`config.mk`:
```
export PLATFORM = sky130hd
export DESIGN_NAME = logic_gate_unit_flat
export DESIGN_NICKNAME = d
export VERILOG_FILES = /design/src/rtl/logic_gate_pkg.sv /design/src/rtl/logic_gate_unit_if.sv /design/src/rtl/logic_gate_unit_cells.sv /design/src/rtl/logic_gate_unit.sv /design/src/flat_wrapper.sv
export SDC_FILE = /design/constraint.sdc
export NUM_CORES = 1
export LEC_CHECK = 0
export CAP_MARGIN = 20
export CORE_AREA = 2 2 39 41
export DETAILED_ROUTE_END_ITERATION = 7
export DIE_AREA = 0 0 41 43
export GPL_TIMING_DRIVEN = 1
export PLACE_DENSITY = 0.49
export SLEW_MARGIN = 20
export SYNTH_ARGS = -nofsm -noshare
export SYNTH_HDL_FRONTEND = slang
export SYNTH_SLANG_ARGS = --single-unit
export TNS_END_PERCENT = 100
```
`constraint.sdc`:
```
create_clock -name clk -period 1.93 [get_ports clk]
set_input_delay 0.193 -clock clk [delete_from_list [all_inputs] [get_ports clk]]
set_output_delay 0.193 -clock clk [all_outputs]
set_load 0.01 [all_outputs]
```
`src/rtl/logic_gate_pkg.sv`:
```
// Shared opcode encoding for the registered logic unit and anything that drives it.
package logic_gate_pkg;

  typedef logic [2:0] op_t;

  localparam op_t OP_AND  = 3'd0;
  localparam op_t OP_OR   = 3'd1;
  localparam op_t OP_NOT  = 3'd2;
  localparam op_t OP_NAND = 3'd3;
  localparam op_t OP_NOR  = 3'd4;

endpackage

```
`src/rtl/logic_gate_unit_if.sv`:
```
// Operand/result bundle for logic_gate_unit; master drives operands, slave returns results.
interface logic_gate_unit_if #(
  parameter int WIDTH = 1
);
  import logic_gate_pkg::*;

  // Handshake: in_valid qualifies a/b/op for exactly the cycle it is high. There is no
  // ready, so every valid cycle is accepted. out_valid is high for one cycle per accept.
  logic             in_valid;
  logic [WIDTH-1:0] a;
  logic [WIDTH-1:0] b;
  op_t              op;
  logic             out_valid;
  logic [WIDTH-1:0] y_and;
  logic [WIDTH-1:0] y_or;
  logic [WIDTH-1:0] y_not;
  logic [WIDTH-1:0] y_nand;
  logic [WIDTH-1:0] y_nor;
  logic [WIDTH-1:0] y_sel;

  modport master (
    output in_valid, a, b, op,
    input  out_valid, y_and, y_or, y_not, y_nand, y_nor, y_sel
  );

  modport slave (
    input  in_valid, a, b, op,
    output out_valid, y_and, y_or, y_not, y_nand, y_nor, y_sel
  );

endinterface

```
`src/rtl/logic_gate_unit_cells.sv`:
```
// Combinational leaf gates used by logic_gate_unit; all are plain per-bit functions.
module and_gate #(
  parameter int WIDTH = 1
) (
  input  logic [WIDTH-1:0] a,
  input  logic [WIDTH-1:0] b,
  output logic [WIDTH-1:0] y
);
  assign y = a & b;
endmodule

module nand_gate #(
  parameter int WIDTH = 1
) (
  input  logic [WIDTH-1:0] a,
  input  logic [WIDTH-1:0] b,
  output logic [WIDTH-1:0] y
);
  assign y = ~(a & b);
endmodule

module nor_gate #(
  parameter int WIDTH = 1
) (
  input  logic [WIDTH-1:0] a,
  input  logic [WIDTH-1:0] b,
  output logic [WIDTH-1:0] y
);
  assign y = ~(a | b);
endmodule

```
`src/rtl/logic_gate_unit.sv`:
```
// Registered two-operand bitwise logic unit: all gate results plus an opcode-selected one,
// one cycle after operand capture.
module logic_gate_unit
  import logic_gate_pkg::*;
#(
  parameter int WIDTH = 1
) (
  input logic            clk,
  input logic            rst_n,
  logic_gate_unit_if.slave bus
);

  logic [WIDTH-1:0] and_w, nand_w, nor_w, not_w, or_w, sel_w;
  logic             valid_q;
  logic [WIDTH-1:0] and_q, or_q, not_q, nand_q, nor_q, sel_q;

  and_gate  #(.WIDTH(WIDTH)) u_and  (.a(bus.a), .b(bus.b), .y(and_w));
  nand_gate #(.WIDTH(WIDTH)) u_nand (.a(bus.a), .b(bus.b), .y(nand_w));
  nor_gate  #(.WIDTH(WIDTH)) u_nor  (.a(bus.a), .b(bus.b), .y(nor_w));
  // NOT is a NAND with both inputs tied to a; OR is the inverted NOR.
  nand_gate #(.WIDTH(WIDTH)) u_not  (.a(bus.a), .b(bus.a), .y(not_w));
  assign or_w = ~nor_w;

  always_comb begin
    sel_w = '0;
    case (bus.op)
      OP_AND:  sel_w = and_w;
      OP_OR:   sel_w = or_w;
      OP_NOT:  sel_w = not_w;
      OP_NAND: sel_w = nand_w;
      OP_NOR:  sel_w = nor_w;
      default: sel_w = '0;
    endcase
  end

  // Results only load on accept, so undriven operands during idle cycles never reach outputs.
  always_ff @(posedge clk or negedge rst_n) begin
    if (!rst_n) begin
      valid_q <= 1'b0;
      and_q   <= '0;
      or_q    <= '0;
      not_q   <= '0;
      nand_q  <= '0;
      nor_q   <= '0;
      sel_q   <= '0;
    end else begin
      valid_q <= bus.in_valid;
      if (bus.in_valid) begin
        and_q  <= and_w;
        or_q   <= or_w;
        not_q  <= not_w;
        nand_q <= nand_w;
        nor_q  <= nor_w;
        sel_q  <= sel_w;
      end
    end
  end

  assign bus.out_valid = valid_q;
  assign bus.y_and     = and_q;
  assign bus.y_or      = or_q;
  assign bus.y_not     = not_q;
  assign bus.y_nand    = nand_q;
  assign bus.y_nor     = nor_q;
  assign bus.y_sel     = sel_q;

endmodule

```
`src/flat_wrapper.sv`:
```
// flat-port wrapper written by rule: the top's interface ports become plain ports
module logic_gate_unit_flat import logic_gate_pkg::*;
#(
  parameter int WIDTH = 1
)
  (clk, rst_n, bus_in_valid, bus_a, bus_b, bus_op, bus_out_valid, bus_y_and, bus_y_or, bus_y_not, bus_y_nand, bus_y_nor, bus_y_sel);
  logic_gate_unit_if #(.WIDTH(WIDTH)) bus_i ();
  input logic clk;
  input logic rst_n;
  input wire logic [$bits(bus_i.in_valid)-1:0] bus_in_valid;
  input wire logic [$bits(bus_i.a)-1:0] bus_a;
  input wire logic [$bits(bus_i.b)-1:0] bus_b;
  input wire logic [$bits(bus_i.op)-1:0] bus_op;
  output wire logic [$bits(bus_i.out_valid)-1:0] bus_out_valid;
  output wire logic [$bits(bus_i.y_and)-1:0] bus_y_and;
  output wire logic [$bits(bus_i.y_or)-1:0] bus_y_or;
  output wire logic [$bits(bus_i.y_not)-1:0] bus_y_not;
  output wire logic [$bits(bus_i.y_nand)-1:0] bus_y_nand;
  output wire logic [$bits(bus_i.y_nor)-1:0] bus_y_nor;
  output wire logic [$bits(bus_i.y_sel)-1:0] bus_y_sel;
  assign bus_i.in_valid = bus_in_valid;
  assign bus_i.a = bus_a;
  assign bus_i.b = bus_b;
  assign bus_i.op = bus_op;
  assign bus_out_valid = bus_i.out_valid;
  assign bus_y_and = bus_i.y_and;
  assign bus_y_or = bus_i.y_or;
  assign bus_y_not = bus_i.y_not;
  assign bus_y_nand = bus_i.y_nand;
  assign bus_y_nor = bus_i.y_nor;
  assign bus_y_sel = bus_i.y_sel;
  logic_gate_unit #(.WIDTH(WIDTH)) u_core (.clk(clk), .rst_n(rst_n), .bus(bus_i));
endmodule
```
==> flow_results.xml, run 1 <==
<?xml version="1.0" encoding="UTF-8"?>
<metrics>
  <group name="worst_setup_path">
    <metric name="criticalPathCategory" unit="">reg2out</metric>
    <metric name="timing.critical_path.max_delay_family" unit="">buffers and inverters</metric>
    <metric name="max_stage_delay" unit="ns">0.53</metric>
    <metric name="path_buf_inv" unit="">1</metric>
    <metric name="worst_ep_arrival_time" unit="ns">1.13</metric>
    <metric name="critical_path_cell_sequence" unit="">clkdlybuf4s50_1</metric>
    <metric name="worst-path-max-fanout" unit="">2</metric>
    <metric name="worstSetupStartpointType" unit="">flop</metric>
    <metric name="cp.required" unit="ns">1.74</metric>
    <metric name="cp_slowest_cell" unit="">sky130_fd_sc_hd__clkdlybuf4s50_1</metric>
    <metric name="crit_path_end_kind" unit="">output pin</metric>
  </group>
  <group name="yosys">
    <metric name="largest_family_of_logic_cells_by_synthesized_area" unit="">compound AO/OA/AOI/OAI gates</metric>
    <metric name="synth_simple_gate_area_share" unit="%">12.13</metric>
    <metric name="ys_ff_latch" unit="">7</metric>
    <metric name="synth.area.mux_share" unit="%">7.113</metric>
    <metric name="yosys.area.top_type" unit="">sky130_fd_sc_hd__dfrtp_1</metric>
    <metric name="syn_avg_cell_area" unit="sq um">11.08</metric>
    <metric name="synthAdderAreaFrac" unit="%">3.766</metric>
    <metric name="synth_cell_type_count" unit="">15</metric>
    <metric name="post_synth_instance_area" unit="sq um">299.0</metric>
    <metric name="yosysSeqAreaShare" unit="%">58.58</metric>
    <metric name="mappedNetlistNets" unit="">35</metric>
    <metric name="synth-warning-count" unit="">0</metric>
    <metric name="synth_area_in_compound_gates" unit="%">12.97</metric>
    <metric name="synth_largest_type_area_fraction" unit="%">58.58</metric>
    <metric name="post_synth_main_area_contributors" unit="">sky130_fd_sc_hd__dfrtp_1 (59%), sky130_fd_sc_hd__nor2_1 (5.0%), sky130_fd_sc_hd__o221ai_2 (5.0%), sky130_fd_sc_hd__inv_1 (3.8%), sky130_fd_sc_hd__maj3_2 (3.8%)</metric>
    <metric name="synthXorXnorAreaFrac" unit="%">0</metric>
    <metric name="postSynthCellCount" unit="">27</metric>
  </group>
  <group name="final_layout">
    <metric name="ratio_of_cells_with_drive_above_1_in_the_final_layout" unit="%">13.64</metric>
    <metric name="fill_cells" unit="">156</metric>
    <metric name="num_antenna_cells" unit="">0</metric>
    <metric name="layout_cell_area_excl_fill" unit="sq um">480.5</metric>
    <metric name="area.growth.synth_to_final" unit="%">60.67</metric>
    <metric name="nNetsFinal" unit="">53</metric>
  </group>
  <group name="global_route">
    <metric name="grt_overflow_total" unit="">0</metric>
    <metric name="grt_util_all_layers" unit="%">8.612</metric>
    <metric name="number_of_global_route_vias_before_repair" unit="">246</metric>
    <metric name="grt_first_pass_wirelength" unit="um">924</metric>
    <metric name="grt_antenna_before_repair" unit="">0</metric>
    <metric name="grt_max_degree" unit="">11</metric>
  </group>
  <group name="power">
    <metric name="power.ir.vdd_worst" unit="uV">260.2</metric>
    <metric name="total_leakage_power" unit="uW">0.0002022</metric>
    <metric name="power.density" unit="nW/um^2">770.2</metric>
  </group>
  <group name="cts">
    <metric name="post-cts-setup-buffer-count" unit="">0</metric>
    <metric name="ctsHoldBuffers" unit="">0</metric>
    <metric name="post_cts_resize_count" unit="">0</metric>
    <metric name="htree_num_levels" unit="">1</metric>
    <metric name="cts_tree" unit="">built</metric>
    <metric name="clk-insertion-delay-late" unit="ns">0.25</metric>
    <metric name="cts.reportedPaths.clkPinSlew" unit="ns">0.05</metric>
    <metric name="cts_max_path_buffers" unit="">2</metric>
    <metric name="number_of_buffers_inserted_during_clock_tree_synthesis" unit="">3</metric>
    <metric name="root_buffer_cell" unit="">sky130_fd_sc_hd__clkbuf_4</metric>
    <metric name="clock-sinks" unit="">7</metric>
  </group>
  <group name="die">
    <metric name="chipWidth" unit="um">41</metric>
    <metric name="initial_core_util" unit="%">21.61</metric>
    <metric name="dieArea" unit="sq um">1763</metric>
    <metric name="die_boundary_height" unit="um">43</metric>
    <metric name="coreArea" unit="sq um">1384</metric>
    <metric name="design.portCount" unit="">15</metric>
    <metric name="row_count" unit="">14</metric>
  </group>
  <group name="sta">
    <metric name="worst_max_slew_pin_slew" unit="ns">0.3432</metric>
    <metric name="fin_crit_sh" unit="%">68.44</metric>
    <metric name="slew_headroom" unit="%">77.05</metric>
    <metric name="clock_period_minus_worst_slack" unit="ns">1.321</metric>
    <metric name="max_clock_freq" unit="MHz">757.1</metric>
    <metric name="report.final.slew_viol_count" unit="">0</metric>
    <metric name="final.setup.tns" unit="ns">0</metric>
    <metric name="rsz0062_at_grt" unit="">false</metric>
    <metric name="finClkSkew" unit="ns">0</metric>
    <metric name="setup_viol_count_final" unit="">0</metric>
    <metric name="hold_violations" unit="">0</metric>
  </group>
  <group name="run_status">
    <metric name="status" unit="">finished, final reports clean</metric>
  </group>
  <group name="flow_run">
    <metric name="max_cap_viol_count" unit="">0</metric>
  </group>
  <group name="placed_design">
    <metric name="place.detailed.hpwl" unit="um">465.5</metric>
    <metric name="place_congestion" unit="">0.6885</metric>
    <metric name="buffer_ports.inserted" unit="">14</metric>
    <metric name="postPlaceCellArea" unit="sq um">454.2</metric>
  </group>
  <group name="route">
    <metric name="route.final.wire_length" unit="um">561</metric>
    <metric name="detailroute.via_count" unit="">257</metric>
    <metric name="post-route-drc-count" unit="">0</metric>
    <metric name="drt_pre_antenna_iters" unit="">4</metric>
    <metric name="postRouteAntennaNets" unit="">0</metric>
    <metric name="initialDrtViolationCount" unit="">2</metric>
    <metric name="avgViaCountPerCell" unit="">4.283</metric>
    <metric name="avgRoutedWirePerCell" unit="um">9.350</metric>
  </group>
  <group name="worst_hold_path">
    <metric name="hp-class" unit="">in2async</metric>
  </group>
</metrics>
placed cells by master, fill, tap and decap left out:
cell type,netlist,final
sky130_fd_sc_hd__dfrtp_1,7,7
sky130_fd_sc_hd__clkdlybuf4s50_1,0,14
sky130_fd_sc_hd__nand3_1,2,2
sky130_fd_sc_hd__clkbuf_4,0,3
sky130_fd_sc_hd__maj3_2,1,1
sky130_fd_sc_hd__inv_1,3,3
sky130_fd_sc_hd__a21oi_1,1,1
sky130_fd_sc_hd__clkbuf_1,0,1
sky130_fd_sc_hd__mux2_2,1,1
sky130_fd_sc_hd__a31oi_1,1,1
sky130_fd_sc_hd__nor2_1,4,4
sky130_fd_sc_hd__and2b_1,1,1
sky130_fd_sc_hd__o21ai_0,1,1
sky130_fd_sc_hd__nand2_1,1,1
sky130_fd_sc_hd__o21a_1,1,1
sky130_fd_sc_hd__mux2i_1,1,1
sky130_fd_sc_hd__o221ai_2,1,1
layout make-up:
type	count	area (sq um)	share of cell area, %
well taps	16	20.02	4.167
repair buffers	14	140.1	29.17
flip-flops and latches	7	175.2	36.46
inverters	3	11.26	2.344
clock buffers	4	26.28	5.469
multi-input cells	16	107.6	22.40
cells by family (layout without fill, tap and decap cells):
group | Yosys count | after routing
compound gates | 5 | 5
fa+ha+maj | 1 | 1
buf+inv | 4 | 21
flops | 7 | 7
mux | 2 | 2
simple gates | 8 | 8
cell usage after synthesis:
| master | number |
|---|---|
| sky130_fd_sc_hd__nand2_1 | 1 |
| sky130_fd_sc_hd__mux2i_1 | 1 |
| sky130_fd_sc_hd__a21oi_1 | 1 |
| sky130_fd_sc_hd__and2b_1 | 1 |
| sky130_fd_sc_hd__o21a_1 | 1 |
| sky130_fd_sc_hd__buf_2 | 1 |
| sky130_fd_sc_hd__mux2_2 | 1 |
| sky130_fd_sc_hd__o221ai_2 | 1 |
| sky130_fd_sc_hd__dfrtp_1 | 7 |
| sky130_fd_sc_hd__a31oi_1 | 1 |
| sky130_fd_sc_hd__o21ai_0 | 1 |
| sky130_fd_sc_hd__inv_1 | 3 |
| sky130_fd_sc_hd__maj3_2 | 1 |
| sky130_fd_sc_hd__nand3_1 | 2 |
| sky130_fd_sc_hd__nor2_1 | 4 |
metrics by stage:
step           power [uW]  std cells  hold slack, ns  util (%)  setup WS, ns
3_3_place_gp        239.7         56          0.4609     32.82        0.5295
6_report            370.0         60          0.1955     34.72        0.6092
2_1_floorplan       194.0         27         -0.1026         -         1.076
4_1_cts             377.3         60          0.2063     34.72        0.5947
3_5_place_dp        241.8         56          0.4758     32.82        0.5222
5_1_grt             391.0         60          0.2209     34.72        0.5558
state kept, by name, indices dropped and copies added, names as in the netlist:
signal and count:
u_core.bus.y_nor 1, u_core.bus.y_or 1, u_core.bus.out_valid 1, u_core.bus.y_not 1
u_core.bus.y_and 1, u_core.bus.y_sel 1, u_core.bus.y_nand 1
routing by layer:
layer | routed length [um] | track usage [%] | vias to the layer above
met4 | 40 | 14.00 | 0
met1 | 231 | 9.603 | 112
met5 | 0 | 0 | -
met3 | 49 | 1.571 | 4
li1 | - | - | 127
met2 | 239 | 10.00 | 14
final timing paths:
path                       slack (ns)                     startpoint  depth (start not counted)                       endpoint
hold reg to reg                  0.49  u_core.bus.y_nand$_DFFE_PN0P_                          1  u_core.bus.y_nand$_DFFE_PN0P_
setup / recovery                 0.61   u_core.bus.y_not$_DFFE_PN0P_                          1                      bus_y_not
hold / removal                   0.20                          rst_n                          1  u_core.bus.y_nand$_DFFE_PN0P_
min in group clk                 0.49  u_core.bus.y_nand$_DFFE_PN0P_                          1  u_core.bus.y_nand$_DFFE_PN0P_
max in group asynchronous        1.50                          rst_n                          1   u_core.bus.y_and$_DFFE_PN0P_
setup reg to reg                 1.18   u_core.bus.y_nor$_DFFE_PN0P_                          1   u_core.bus.y_nor$_DFFE_PN0P_
power breakdown:
group	total, uW	leakage (uW)	switching, uW	internal [uW]
clock	133	0.0000150	53.7	78.9
sequential	165	0.0000812	5.86	159
combinational	72.4	0.000106	28.4	44.0
Power figures use the tool's default switching activity.
==> inputs of run 2 (changes only) <==
Clock period 1.93 ns to 1.3 ns, I/O delays scaled along.
==> run 2 against run 1 <==
Power rose by 49%. Final cell count is 5.0% higher. Utilization grew 2.3 points. Sequential share of layout area fell by 2.2 points. Clock-buffer cell count unchanged. Setup slack got worse by 0.56 ns. Critical endpoint is now bus_y_or. Largest cell class unchanged. Largest power group unchanged.
==> flow_results.xml, run 2 (same netlist as run 1, synthesis figures left out) <==
<?xml version="1.0" encoding="UTF-8"?>
<metrics>
  <group name="run_status">
    <metric name="status" unit="">finished, final reports clean</metric>
  </group>
  <group name="worst_setup_path">
    <metric name="critical_path_cell_sequence" unit="">clkdlybuf4s50_1</metric>
    <metric name="crit_path_end_kind" unit="">output pin</metric>
    <metric name="worstSetupStartpointType" unit="">flop</metric>
    <metric name="cp.required" unit="ns">1.17</metric>
    <metric name="timing.critical_path.max_delay_family" unit="">buffers and inverters</metric>
    <metric name="criticalPathCategory" unit="">reg2out</metric>
    <metric name="worst-path-max-fanout" unit="">2</metric>
    <metric name="max_stage_delay" unit="ns">0.53</metric>
    <metric name="cp_slowest_cell" unit="">sky130_fd_sc_hd__clkdlybuf4s50_1</metric>
    <metric name="worst_ep_arrival_time" unit="ns">1.12</metric>
    <metric name="path_buf_inv" unit="">1</metric>
  </group>
  <group name="flow_run">
    <metric name="max_cap_viol_count" unit="">0</metric>
  </group>
  <group name="sta">
    <metric name="finClkSkew" unit="ns">0</metric>
    <metric name="clock_period_minus_worst_slack" unit="ns">1.248</metric>
    <metric name="worst_max_slew_pin_slew" unit="ns">0.3193</metric>
    <metric name="hold_violations" unit="">0</metric>
    <metric name="final.setup.tns" unit="ns">0</metric>
    <metric name="max_clock_freq" unit="MHz">801.5</metric>
    <metric name="worst_hold_slack" unit="ns">0.1396</metric>
    <metric name="slew_headroom" unit="%">78.64</metric>
    <metric name="rsz0062_at_grt" unit="">false</metric>
    <metric name="final_critical_path_setup_slack" unit="ns">0.05239</metric>
    <metric name="report.final.slew_viol_count" unit="">0</metric>
    <metric name="fin_crit_sh" unit="%">95.97</metric>
    <metric name="setup_viol_count_final" unit="">0</metric>
  </group>
  <group name="placed_design">
    <metric name="buffer_ports.inserted" unit="">14</metric>
    <metric name="place.detailed.hpwl" unit="um">520.9</metric>
    <metric name="place_congestion" unit="">0.6500</metric>
    <metric name="postPlaceCellArea" unit="sq um">476.7</metric>
    <metric name="dpl_worst_slack" unit="ns">0.009059</metric>
  </group>
  <group name="die">
    <metric name="initial_core_util" unit="%">21.61</metric>
    <metric name="design.portCount" unit="">15</metric>
    <metric name="chipWidth" unit="um">41</metric>
    <metric name="row_count" unit="">14</metric>
    <metric name="dieArea" unit="sq um">1763</metric>
    <metric name="die_boundary_height" unit="um">43</metric>
    <metric name="coreArea" unit="sq um">1384</metric>
  </group>
  <group name="worst_hold_path">
    <metric name="hp-class" unit="">in2async</metric>
  </group>
  <group name="final_layout">
    <metric name="nNetsFinal" unit="">56</metric>
    <metric name="num_antenna_cells" unit="">0</metric>
    <metric name="final_common_cell" unit="">sky130_fd_sc_hd__clkdlybuf4s50_1</metric>
    <metric name="fill_cells" unit="">141</metric>
    <metric name="area.growth.synth_to_final" unit="%">71.13</metric>
    <metric name="ratio_of_cells_with_drive_above_1_in_the_final_layout" unit="%">19.15</metric>
    <metric name="layout_cell_area_excl_fill" unit="sq um">511.7</metric>
    <metric name="most-common-layout-cells" unit="">sky130_fd_sc_hd__clkdlybuf4s50_1 (9), sky130_fd_sc_hd__dfrtp_1 (7), sky130_fd_sc_hd__nor2_1 (4), sky130_fd_sc_hd__dlymetal6s2s_1 (4)</metric>
    <metric name="fin_util" unit="%">36.98</metric>
  </group>
  <group name="power">
    <metric name="power.density" unit="nW/um^2">1079</metric>
    <metric name="total_leakage_power" unit="uW">0.0002564</metric>
    <metric name="power.ir.vdd_worst" unit="uV">320.8</metric>
  </group>
  <group name="cts">
    <metric name="root_buffer_cell" unit="">sky130_fd_sc_hd__clkbuf_4</metric>
    <metric name="number_of_buffers_inserted_during_clock_tree_synthesis" unit="">3</metric>
    <metric name="ctsHoldBuffers" unit="">0</metric>
    <metric name="htree_num_levels" unit="">1</metric>
    <metric name="clock-sinks" unit="">7</metric>
    <metric name="cts_tree" unit="">built</metric>
    <metric name="cts.reportedPaths.clkPinSlew" unit="ns">0.05</metric>
    <metric name="cts_max_path_buffers" unit="">2</metric>
    <metric name="clk-insertion-delay-late" unit="ns">0.25</metric>
  </group>
  <group name="route">
    <metric name="routed-wl-met3" unit="um">44</metric>
    <metric name="post-route-drc-count" unit="">0</metric>
    <metric name="postRouteAntennaNets" unit="">0</metric>
    <metric name="initialDrtViolationCount" unit="">4</metric>
    <metric name="met1Wirelength" unit="um">245</metric>
    <metric name="avgRoutedWirePerCell" unit="um">10.27</metric>
    <metric name="detailroute.via_count" unit="">259</metric>
    <metric name="drt_pre_antenna_iters" unit="">2</metric>
    <metric name="avgViaCountPerCell" unit="">4.111</metric>
    <metric name="route.final.wire_length" unit="um">647</metric>
    <metric name="dr_wl_met2" unit="um">356</metric>
    <metric name="highest_layer" unit="">met3</metric>
  </group>
  <group name="global_route">
    <metric name="grt_util_all_layers" unit="%">9.625</metric>
    <metric name="number_of_global_route_vias_before_repair" unit="">277</metric>
    <metric name="grt_first_pass_wirelength" unit="um">1090</metric>
    <metric name="grt_overflow_total" unit="">0</metric>
    <metric name="grt_max_degree" unit="">10</metric>
    <metric name="grt_antenna_before_repair" unit="">0</metric>
  </group>
</metrics>
==> run 2: changes by cell type in the layout (fill, tap and decap cells not counted), sizes merged <==
| cell | change |
|---|---|
| clkdlybuf4s50 | -5 |
| buf | +3 |
| dlygate4sd2 | +1 |
| dlymetal6s2s | +4 |
==> run 2: cell type report <==
cell class              count  area (sq um)  share of cell area (%)
multi-input cells          16         107.6                   21.03
repair buffers             17         171.4                   33.50
clock buffers               4         26.28                   5.134
inverters                   3         11.26                   2.200
well taps                  16         20.02                   3.912
flip-flops and latches      7         175.2                   34.23
==> run 2: timing repair <==
item / CTS / global route
buffers inserted: 0 / 0
hold endpoints to repair: 0 / 0
gates resized for setup: 1 / 4
endpoints found under the setup margin: 1 / 4
==> run 2: worst paths after layout <==
kind	startpoint	end	slack, ns	cells after the start
max reg2reg	u_core.bus.y_nor$_DFFE_PN0P_	u_core.bus.y_nor$_DFFE_PN0P_	0.55	1
max in group asynchronous	rst_n	u_core.bus.y_sel$_DFFE_PN0P_	0.92	1
min in group clk	u_core.bus.y_nand$_DFFE_PN0P_	u_core.bus.y_nand$_DFFE_PN0P_	0.48	1
min reg2reg	u_core.bus.y_nand$_DFFE_PN0P_	u_core.bus.y_nand$_DFFE_PN0P_	0.48	1
min	rst_n	u_core.bus.y_nand$_DFFE_PN0P_	0.14	1
max	u_core.bus.y_or$_DFFE_PN0P_	bus_y_or	0.05	1
==> run 2: layer usage <==
layer / global-route usage, % / vias up
li1: - / 130
met1: 9.272 / 117
met2: 15.31 / 12
met3: 1.571 / 0
met4: 10.00 / 0
met5: 0 / -
==> run 2: metrics by stage <==
| stage | std cells | total power [uW] |
|---|---|---|
| 2_1_floorplan | 27 | 288.0 |
| 3_3_place_gp | 59 | 363.0 |
| 3_5_place_dp | 59 | 367.3 |
| 4_1_cts | 63 | 568.4 |
| 5_1_grt | 63 | 587.1 |
| 6_report | 63 | 552.3 |
==> run 2: power breakdown <==
part           leakage (uW)  switching [uW]  internal, uW
Clock             0.0000150            79.8           117
Combinational      0.000160            44.9          66.0
Sequential        0.0000812            8.16           236
Total              0.000256             133           419
